### config.mk
export PLATFORM = sky130hd
export DESIGN_NAME = regfile_wb_arbiter
export DESIGN_NICKNAME = d
export VERILOG_FILES = /design/src/rtl/regfile_wb_arbiter.sv
export SDC_FILE = /design/constraint.sdc
export NUM_CORES = 1
export LEC_CHECK = 0
export BUFFER_PORTS_ARGS = -buffer_cell sky130_fd_sc_hd__buf_2
export CELL_PAD_IN_SITES_DETAIL_PLACEMENT = 1
export CELL_PAD_IN_SITES_GLOBAL_PLACEMENT = 2
export CORE_AREA = 2 2 238 170
export DETAILED_ROUTE_END_ITERATION = 16
export DIE_AREA = 0 0 240 172
export GPL_TIMING_DRIVEN = 0
export PLACE_DENSITY = 0.82
export SLEW_MARGIN = 15
export SYNTH_ARGS = -nofsm -noshare
export SYNTH_HDL_FRONTEND = slang
export SYNTH_SLANG_ARGS = --single-unit
### constraint.sdc
create_clock -name clock -period 3.9 [get_ports clock]
set_input_delay 0.78 -clock clock [delete_from_list [all_inputs] [get_ports clock]]
set_output_delay 0.78 -clock clock [all_outputs]
set_load 0.05 [all_outputs]
### src/rtl/regfile_wb_arbiter.sv
// Round-robin merge of ALU (A) and load (B) writeback queues onto the single regfile write port, with RAW hazard flags.
// Defining REGFILE_ARB_BYPASS_EN adds fwd_valid1/2 and fwd_data1/2, which forward the youngest pending write.
module regfile_wb_arbiter #(
  parameter int DEPTH = 4,
  parameter int AW    = 5,
  parameter int DW    = 32
) (
  input  logic                   clock,
  input  logic                   reset,
  input  logic                   a_valid,
  output logic                   a_ready,
  input  logic [AW-1:0]          a_reg,
  input  logic [DW-1:0]          a_data,
  input  logic                   b_valid,
  output logic                   b_ready,
  input  logic [AW-1:0]          b_reg,
  input  logic [DW-1:0]          b_data,
  output logic                   wr_en,
  output logic [AW-1:0]          wr_reg,
  output logic [DW-1:0]          wr_data,
  input  logic [AW-1:0]          rd_reg1,
  input  logic [AW-1:0]          rd_reg2,
  output logic                   hazard1,
  output logic                   hazard2,
  output logic [$clog2(DEPTH):0] a_level,
  output logic [$clog2(DEPTH):0] b_level
`ifdef REGFILE_ARB_BYPASS_EN
  ,
  output logic                   fwd_valid1,
  output logic                   fwd_valid2,
  output logic [DW-1:0]          fwd_data1,
  output logic [DW-1:0]          fwd_data2
`endif
);
  localparam int PW = $clog2(DEPTH) + 1;
  localparam int IW = PW - 1;

  typedef enum logic {RR_A = 1'b0, RR_B = 1'b1} rr_e;

  // Index 0 is requester A, index 1 is requester B throughout.
  logic          in_vld [2];
  logic [AW-1:0] in_reg [2];
  logic [DW-1:0] in_dat [2];
  logic [AW-1:0] mem_reg_q [2][DEPTH];
  logic [DW-1:0] mem_dat_q [2][DEPTH];
  logic [PW-1:0] wp_q [2];
  logic [PW-1:0] rp_q [2];
  logic [PW-1:0] wp_d [2];
  logic [PW-1:0] rp_d [2];
  logic [PW-1:0] lvl [2];
  logic          full [2];
  logic          empty [2];
  logic          push [2];
  logic          pop [2];
  rr_e           rr_q, rr_d;
  logic          wr_en_q, wr_en_d;
  logic [AW-1:0] wr_reg_q, wr_reg_d;
  logic [DW-1:0] wr_data_q, wr_data_d;

  assign in_vld[0] = a_valid;
  assign in_vld[1] = b_valid;
  assign in_reg[0] = a_reg;
  assign in_reg[1] = b_reg;
  assign in_dat[0] = a_data;
  assign in_dat[1] = b_data;

  // Writes to r0 complete the handshake but never occupy a slot.
  always_comb begin
    for (int q = 0; q < 2; q++) begin
      empty[q] = (wp_q[q] == rp_q[q]);
      full[q]  = (wp_q[q][PW-1] != rp_q[q][PW-1]) && (wp_q[q][IW-1:0] == rp_q[q][IW-1:0]);
      lvl[q]   = wp_q[q] - rp_q[q];
      push[q]  = in_vld[q] && !full[q] && (in_reg[q] != '0);
    end
  end

  always_comb begin
    pop[0]    = !empty[0] && (empty[1] || rr_q == RR_A);
    pop[1]    = !empty[1] && (empty[0] || rr_q == RR_B);
    rr_d      = rr_q;
    wr_en_d   = pop[0] || pop[1];
    wr_reg_d  = wr_reg_q;
    wr_data_d = wr_data_q;
    for (int q = 0; q < 2; q++) begin
      wp_d[q] = wp_q[q] + PW'(push[q]);
      rp_d[q] = rp_q[q] + PW'(pop[q]);
    end
    if (pop[0]) begin
      rr_d      = RR_B;
      wr_reg_d  = mem_reg_q[0][rp_q[0][IW-1:0]];
      wr_data_d = mem_dat_q[0][rp_q[0][IW-1:0]];
    end else if (pop[1]) begin
      rr_d      = RR_A;
      wr_reg_d  = mem_reg_q[1][rp_q[1][IW-1:0]];
      wr_data_d = mem_dat_q[1][rp_q[1][IW-1:0]];
    end
  end

  always_ff @(posedge clock or posedge reset) begin
    if (reset) begin
      rr_q      <= RR_A;
      wr_en_q   <= 1'b0;
      wr_reg_q  <= '0;
      wr_data_q <= '0;
      for (int q = 0; q < 2; q++) begin
        wp_q[q] <= '0;
        rp_q[q] <= '0;
      end
    end else begin
      rr_q      <= rr_d;
      wr_en_q   <= wr_en_d;
      wr_reg_q  <= wr_reg_d;
      wr_data_q <= wr_data_d;
      for (int q = 0; q < 2; q++) begin
        wp_q[q] <= wp_d[q];
        rp_q[q] <= rp_d[q];
      end
    end
  end

  always_ff @(posedge clock) begin
    for (int q = 0; q < 2; q++) begin
      if (push[q]) begin
        mem_reg_q[q][wp_q[q][IW-1:0]] <= in_reg[q];
        mem_dat_q[q][wp_q[q][IW-1:0]] <= in_dat[q];
      end
    end
  end

  assign a_ready = !full[0];
  assign b_ready = !full[1];
  assign a_level = lvl[0];
  assign b_level = lvl[1];
  assign wr_en   = wr_en_q;
  assign wr_reg  = wr_reg_q;
  assign wr_data = wr_data_q;

  logic [AW-1:0] rd [2];
  logic          qhit [2][2];
  logic          shit [2];
  logic [IW-1:0] idx;
`ifdef REGFILE_ARB_BYPASS_EN
  logic [DW-1:0] qdat [2][2];
`endif

  assign rd[0] = rd_reg1;
  assign rd[1] = rd_reg2;

  // Walk each queue oldest to youngest so the last match seen is the youngest.
  always_comb begin
    idx = '0;
    for (int p = 0; p < 2; p++) begin
      for (int q = 0; q < 2; q++) begin
        qhit[p][q] = 1'b0;
`ifdef REGFILE_ARB_BYPASS_EN
        qdat[p][q] = '0;
`endif
        for (int k = 0; k < DEPTH; k++) begin
          idx = rp_q[q][IW-1:0] + IW'(k);
          if (PW'(k) < lvl[q] && mem_reg_q[q][idx] == rd[p]) begin
            qhit[p][q] = 1'b1;
`ifdef REGFILE_ARB_BYPASS_EN
            qdat[p][q] = mem_dat_q[q][idx];
`endif
          end
        end
      end
      shit[p] = wr_en_q && (wr_reg_q == rd[p]);
    end
  end

  assign hazard1 = (rd_reg1 != '0) && (qhit[0][0] || qhit[0][1] || shit[0]);
  assign hazard2 = (rd_reg2 != '0) && (qhit[1][0] || qhit[1][1] || shit[1]);

`ifdef REGFILE_ARB_BYPASS_EN
  logic          fv [2];
  logic [DW-1:0] fd [2];

  // Matches in both queues have no defined youngest, so forwarding is withheld.
  always_comb begin
    for (int p = 0; p < 2; p++) begin
      fv[p] = 1'b0;
      fd[p] = '0;
      if (rd[p] != '0 && !(qhit[p][0] && qhit[p][1])) begin
        if (qhit[p][0]) begin
          fv[p] = 1'b1;
          fd[p] = qdat[p][0];
        end else if (qhit[p][1]) begin
          fv[p] = 1'b1;
          fd[p] = qdat[p][1];
        end else if (shit[p]) begin
          fv[p] = 1'b1;
          fd[p] = wr_data_q;
        end
      end
    end
  end

  assign fwd_valid1 = fv[0];
  assign fwd_valid2 = fv[1];
  assign fwd_data1  = fd[0];
  assign fwd_data2  = fd[1];
`endif

endmodule

==> results.sh, run 1 <==
export IMPL_grt_pass1_wl_um=62400
export IMPL_postSynthRegisterBits=347
export IMPL_track_usage_pct=20.6
export IMPL_cts_made_buffers=35
export IMPL_design_core_area_um2=39100
export IMPL_htreeDepth=2
export IMPL_dieArea_um2=41300
export IMPL_synth_edf_count=296
export IMPL_total_power_w=0.0179
export IMPL_final_common_cell="edfxtp_1"
export IMPL_skew_ns=0.0194
export IMPL_crit_fanout=8
export IMPL_async_flop_share_pct=14.7
export IMPL_clkSinkCount=347
export IMPL_worst_slack_ns=0.00173
export IMPL_portBuffers=130
export IMPL_final_util_pct=47.4
export IMPL_cts_root_buf="clkbuf_16"
export IMPL_leakage_nw=6.35
export IMPL_drt_iter0_drc=792
export IMPL_report_final_hold_viol_count=0
export IMPL_period_share_pct=100
export IMPL_routed_wl_um=41500
export IMPL_drc=0
export IMPL_drive_gt1_share_pct=32.3
export IMPL_reg2regPathDepth=9
export IMPL_wire_per_inst_um=25.1
export IMPL_critPathArrivalTime_ns=3.12
export IMPL_mostFrequentLayoutCells="edfxtp_1, buf_2, mux4_2"
export IMPL_status="completed"
export IMPL_ant_nets=0
export IMPL_grt_pass1_vias=9650
export IMPL_relSlewSlack_pct=43.4
export IMPL_worstMarginPinSlew_ns=0.849
export IMPL_synthToLayoutAreaGrowth_pct=20.0
export IMPL_ys_seq_area_share_pct=65.9
export IMPL_drt_first_pass_iters=5
export IMPL_io_pins=136
export IMPL_grt_max_degree=52
export IMPL_cts_tree="built"
export IMPL_crit_type="reg2out"
export IMPL_die_h_um=172
export IMPL_postCtsHoldBufs=0
export IMPL_synth_cells=906
export IMPL_pre_cts_slack_ns=0.0682
export IMPL_min_period_ns=3.90
export IMPL_vias=9010
export IMPL_die_w_um=240
export IMPL_finalMaxSlewViolations=0
export IMPL_syn_nets=1008
export IMPL_avgViaCountPerCell=5.45
export IMPL_largest_reg_flops=256
export IMPL_tns_ns=0
export IMPL_hp_class="in2async"
export IMPL_irDropWorstVdd_v=0.000449
export IMPL_row_count=61
export IMPL_yosysWarningCount=0
export IMPL_final_nets=1193
export IMPL_path_clk_slew_ns=0.06
export IMPL_reg2reg_slack_ns=0.31
export IMPL_dpl_hpwl_um=29100
export IMPL_avgSynthCellArea_um2=17.0
export IMPL_ys_flop_type="edfxtp_1"
export IMPL_critPathLaunchType="flop"
export IMPL_reg2reg_from="rp_q[1]"
export IMPL_cp_required_ns=3.12
export IMPL_max_freq_mhz=257
export IMPL_setup_viol=0
export IMPL_grt_ovfl_total=0
export IMPL_antenna_found_initial=2
export IMPL_syn_area_um2=15400
export IMPL_clk_latency_ns=0.54
export IMPL_ys_types=46
export IMPL_clk_path_buf_depth=3
export IMPL_rr_endpoint="mem_dat_q[0][230]"
export IMPL_power_density_nw_per_um2=965
export IMPL_max_cap_viol_count=0
export IMPL_rsz0062_at_grt="yes"
export IMPL_stdcell_count=1653
export IMPL_placedCellCount=1580
export IMPL_gp_congestion=0.906
export IMPL_critPathCaptureType="primary output"
export IMPL_initial_utilization_pct=39.5
## metrics by stage
stage | hold WS (ns) | instance area (um2)
detailed placement | 0.481 | 17000
global route | 0.424 | 18500
finish | 0.380 | 18500
floorplan | 0.459 | 15400
global placement | 0.478 | 16800
CTS | 0.397 | 18300
## how the worst max path moves through the flow
stage | slack, ns | from | to
6_report | 0.002 | rp_q[1] | hazard1
3_3_place_gp | -2.09 | rp_q[4] | mem_dat_q[0][8]
3_5_place_dp | 0.07 | rp_q[1] | mem_dat_q[0][152]
2_1_floorplan | -0.38 | rp_q[4] | mem_dat_q[0][0]
4_1_cts | -0.004 | rp_q[1] | hazard1
5_1_grt | -0.08 | rp_q[1] | hazard1
## cell usage after synthesis (16+ instances only)
cell type / n / share of area (%)
mux2i_1: 87 / 5.6
nor3_1: 18 / 0.58
clkbuf_1: 23 / 0.56
edfxtp_1: 296 / 58
buf_2: 19 / 0.62
xor2_1: 34 / 1.9
nand2_1: 16 / 0.39
nor2_1: 23 / 0.56
o32ai_1: 32 / 1.8
dfrtp_1: 51 / 8.3
mux4_2: 70 / 10
xnor2_1: 69 / 3.9
a21oi_1: 43 / 1.4
## what timing repair did
action	in CTS	in global routing
gates resized for setup	28	33
pin swaps	1	3
endpoints found under the setup margin	2	64
hold endpoints to repair	0	0
buffers inserted	0	9
## metal layers
metal	up-vias	wire, um	share of wire (%)	global-route usage (%)
li1	3964	-	-	-
met5	-	9	0.022	0
met2	253	19100	46	32.2
met3	56	2250	5.4	3.54
met4	2	665	1.6	5.02
met1	4735	19400	47	30.1
## cells by family after synthesis
logic type	Yosys count	share of synthesized area [%]
DFF	347	65.9
AOI/OAI and AO/OA	99	4.48
xor gates and xnor gates	103	5.85
and+or+nand+nor	94	3.07
buffers and inverters	74	2.27
muxes	175	17.2
adders and majority gates	14	1.23
## final cells by class
class	count	area, um2
fill	3820	20600
sequential	347	10200
multi-input combinational	485	5230
clock buffer	52	1030
timing repair buffer	148	918
tap	535	669
buffer	56	298
clock inverter	11	116
inverter	18	72.6
antenna	1	2.50
## worst max-delay path, cell delays in order (launching register included)
cell	delay, ns
dfrtp_1	0.44
buf_6	0.20
mux2i_1	0.48
xnor2_1	0.16
nor3_1	0.27
a22oi_1	0.15
o31ai_1	0.29
nor4_2	0.10
a22oi_1	0.25
buf_4	0.25
## power breakdown
group	leakage, nW	total (W)	internal [W]	switching [W]
registers	3.29	0.00561	0.00513	0.000488
clock network	0.564	0.00337	0.00197	0.00140
logic	2.50	0.00887	0.00331	0.00557
No activity file was read; power rests on OpenSTA's default activity.
==> run 2: changes to the inputs <==
==> config.mk (replaced) <==
export PLATFORM = sky130hd
export DESIGN_NAME = regfile_wb_arbiter
export DESIGN_NICKNAME = d
export VERILOG_FILES = /design/src/rtl/regfile_wb_arbiter.sv
export SDC_FILE = /design/constraint.sdc
export NUM_CORES = 1
export LEC_CHECK = 0
export BUFFER_PORTS_ARGS = -buffer_cell sky130_fd_sc_hd__buf_2
export CELL_PAD_IN_SITES_DETAIL_PLACEMENT = 0
export CELL_PAD_IN_SITES_GLOBAL_PLACEMENT = 1
export CORE_AREA = 2 2 235 168
export DETAILED_ROUTE_END_ITERATION = 16
export DIE_AREA = 0 0 237 170
export GPL_TIMING_DRIVEN = 0
export PLACE_DENSITY = 0.75
export SLEW_MARGIN = 15
export SYNTH_ARGS = -nofsm -noshare
export SYNTH_HDL_FRONTEND = slang
export SYNTH_SLANG_ARGS = --single-unit
export TNS_END_PERCENT = 1
==> run 2 against run 1 <==
Cell area is 1.1% lower. Sequential cell count stayed put. Final cell count is 2.7% lower. Setup slack better by 0.026 ns. Total power is 2.0% lower. Largest cell class unchanged. Sequential power is 0.9% lower. Sequential share of layout area is 0.62 points higher. Via count is 1.4% lower. Core utilization is 0.91 points higher. Clock skew is 0.0019 ns higher.
==> results.sh, run 2 (synthesis results as in run 1) <==
export IMPL_routed_wl_um=38000
export IMPL_p_sw_share_pct=41.7
export IMPL_critPathCaptureType="primary output"
export IMPL_min_period_ns=3.87
export IMPL_drive_gt1_share_pct=31.5
export IMPL_grt_max_degree=52
export IMPL_power_frac_seq_pct=31.8
export IMPL_crit_type="reg2out"
export IMPL_tns_ns=0
export IMPL_critPathLaunchType="flop"
export IMPL_grt_use_met2_pct=28.5
export IMPL_vias=8887
export IMPL_die_w_um=237
export IMPL_skew_ns=0.0212
export IMPL_die_h_um=170
export IMPL_dpl_hpwl_um=26600
export IMPL_synthToLayoutAreaGrowth_pct=18.6
export IMPL_grt_pass1_wl_um=56200
export IMPL_leakage_nw=6.28
export IMPL_power_density_nw_per_um2=956
export IMPL_crit_fanout=10
export IMPL_drt_first_pass_iters=5
export IMPL_dieArea_um2=40300
export IMPL_clkSinkCount=347
export IMPL_rr_endpoint="wr_data[31]"
export IMPL_grt_pass1_vias=8886
export IMPL_internal_power_w=0.0102
export IMPL_cts_root_buf="clkbuf_16"
export IMPL_relSlewSlack_pct=44.7
export IMPL_ant_nets=0
export IMPL_hp_class="in2async"
export IMPL_wire_per_inst_um=23.6
export IMPL_postLayoutCellArea_um2=18300
export IMPL_rsz0062_at_grt="yes"
export IMPL_status="completed"
export IMPL_grt_met1_usage_pct=28.5
export IMPL_antenna_found_initial=6
export IMPL_htreeDepth=2
export IMPL_postCtsHoldBufs=0
export IMPL_avgViaCountPerCell=5.52
export IMPL_final_common_cell="edfxtp_1"
export IMPL_busiest_layer="met1"
export IMPL_clk_latency_ns=0.54
export IMPL_mostFrequentLayoutCells="edfxtp_1, buf_2, mux4_2"
export IMPL_max_cap_viol_count=0
export IMPL_max_freq_mhz=258
export IMPL_p_switching_w=0.00730
export IMPL_reg2regPathDepth=12
export IMPL_gr_usage_met3_pct=3.41
export IMPL_cts_made_buffers=36
export IMPL_finalMaxSlewViolations=0
export IMPL_p_clk_share_pct=19.0
export IMPL_design_core_area_um2=37900
export IMPL_drc=0
export IMPL_p_comb_share_pct=49.2
export IMPL_dpl_instance_area_um2=16900
export IMPL_worstMarginPinSlew_ns=0.829
export IMPL_period_share_pct=99.3
export IMPL_setup_viol=0
export IMPL_reg2reg_slack_ns=0.15
export IMPL_reg2reg_from="rp_q[4]"
export IMPL_largest_reg_flops=256
export IMPL_gp_congestion=0.854
export IMPL_row_count=60
export IMPL_initial_utilization_pct=40.7
export IMPL_clk_path_buf_depth=3
export IMPL_report_final_hold_viol_count=0
export IMPL_irDropWorstVdd_v=0.000537
export IMPL_final_nets=1185
export IMPL_portBuffers=130
export IMPL_track_usage_pct=18.9
export IMPL_path_clk_slew_ns=0.06
export IMPL_drt_iter0_drc=844
export IMPL_critPathArrivalTime_ns=3.09
export IMPL_cts_tree="built"
export IMPL_cp_required_ns=3.12
export IMPL_io_pins=136
export IMPL_grt_ovfl_total=0
==> run 2: power groups by stage <==
| stage | sequential, W | combinational [W] | clock, W |
|---|---|---|---|
| floorplan | 0.00619 | 0.00530 | 0 |
| global placement | 0.00565 | 0.00802 | 0 |
| detailed placement | 0.00562 | 0.00827 | 0 |
| CTS | 0.00556 | 0.00845 | 0.00338 |
| global route | 0.00564 | 0.00922 | 0.00353 |
| finish | 0.00556 | 0.00861 | 0.00332 |
==> run 2: metrics by stage <==
stage,std cells,hold WS [ns],setup WS (ns),total power (W),util (%)
2_1_floorplan,906,0.459,-0.380,0.0115,-
3_3_place_gp,1532,0.475,-2.08,0.0137,44.0
3_5_place_dp,1540,0.477,0.0804,0.0139,44.6
4_1_cts,1605,0.377,-0.0138,0.0174,47.8
5_1_grt,1608,0.410,-0.117,0.0184,48.3
6_report,1609,0.359,0.0279,0.0175,48.3
==> run 2: how the worst max path moves through the flow <==
stage,startpoint,to,slack (ns)
6_report,rp_q[4],hazard1,0.03
5_1_grt,rp_q[3],hazard2,-0.12
4_1_cts,rp_q[1],hazard2,-0.01
3_5_place_dp,rp_q[1],mem_dat_q[0][185],0.08
3_3_place_gp,rp_q[1],mem_dat_q[0][185],-2.08
2_1_floorplan,rp_q[4],mem_dat_q[0][0],-0.38
==> run 2: per-layer routing <==
metal,share of wire (%),routed length (um),up-vias
li1,-,-,3950
met1,48,18300,4622
met2,45,17000,255
met3,5.3,2010,54
met4,1.8,673,6
met5,0.087,33,-
==> run 2: area by class of cell <==
type                       count  area (um2)
inverter                      18        70.1
sequential                   347       10200
clock buffer                  52        1000
tap                          496         621
clock inverter                13         144
antenna                        3        7.51
timing repair buffer         139         823
multi-input combinational    485        5180
fill                        3189       19600
buffer                        56         288
==> run 2: critical path, cell delays in order (launching register included) <==
cell and delay, ns:
dfrtp_1 0.42, buf_6 0.15, buf_4 0.22, mux2_2 0.39, mux2i_1 0.44, xnor2_1 0.20
nor3_2 0.06, nor4_2 0.29, a22oi_1 0.16, buf_4 0.22
==> run 2: repair_timing <==
| action | in CTS | in global routing |
|---|---|---|
| pin swaps | 1 | 3 |
| endpoints found under the setup margin | 2 | 52 |
| buffers inserted | 0 | 1 |
| gates resized for setup | 18 | 31 |
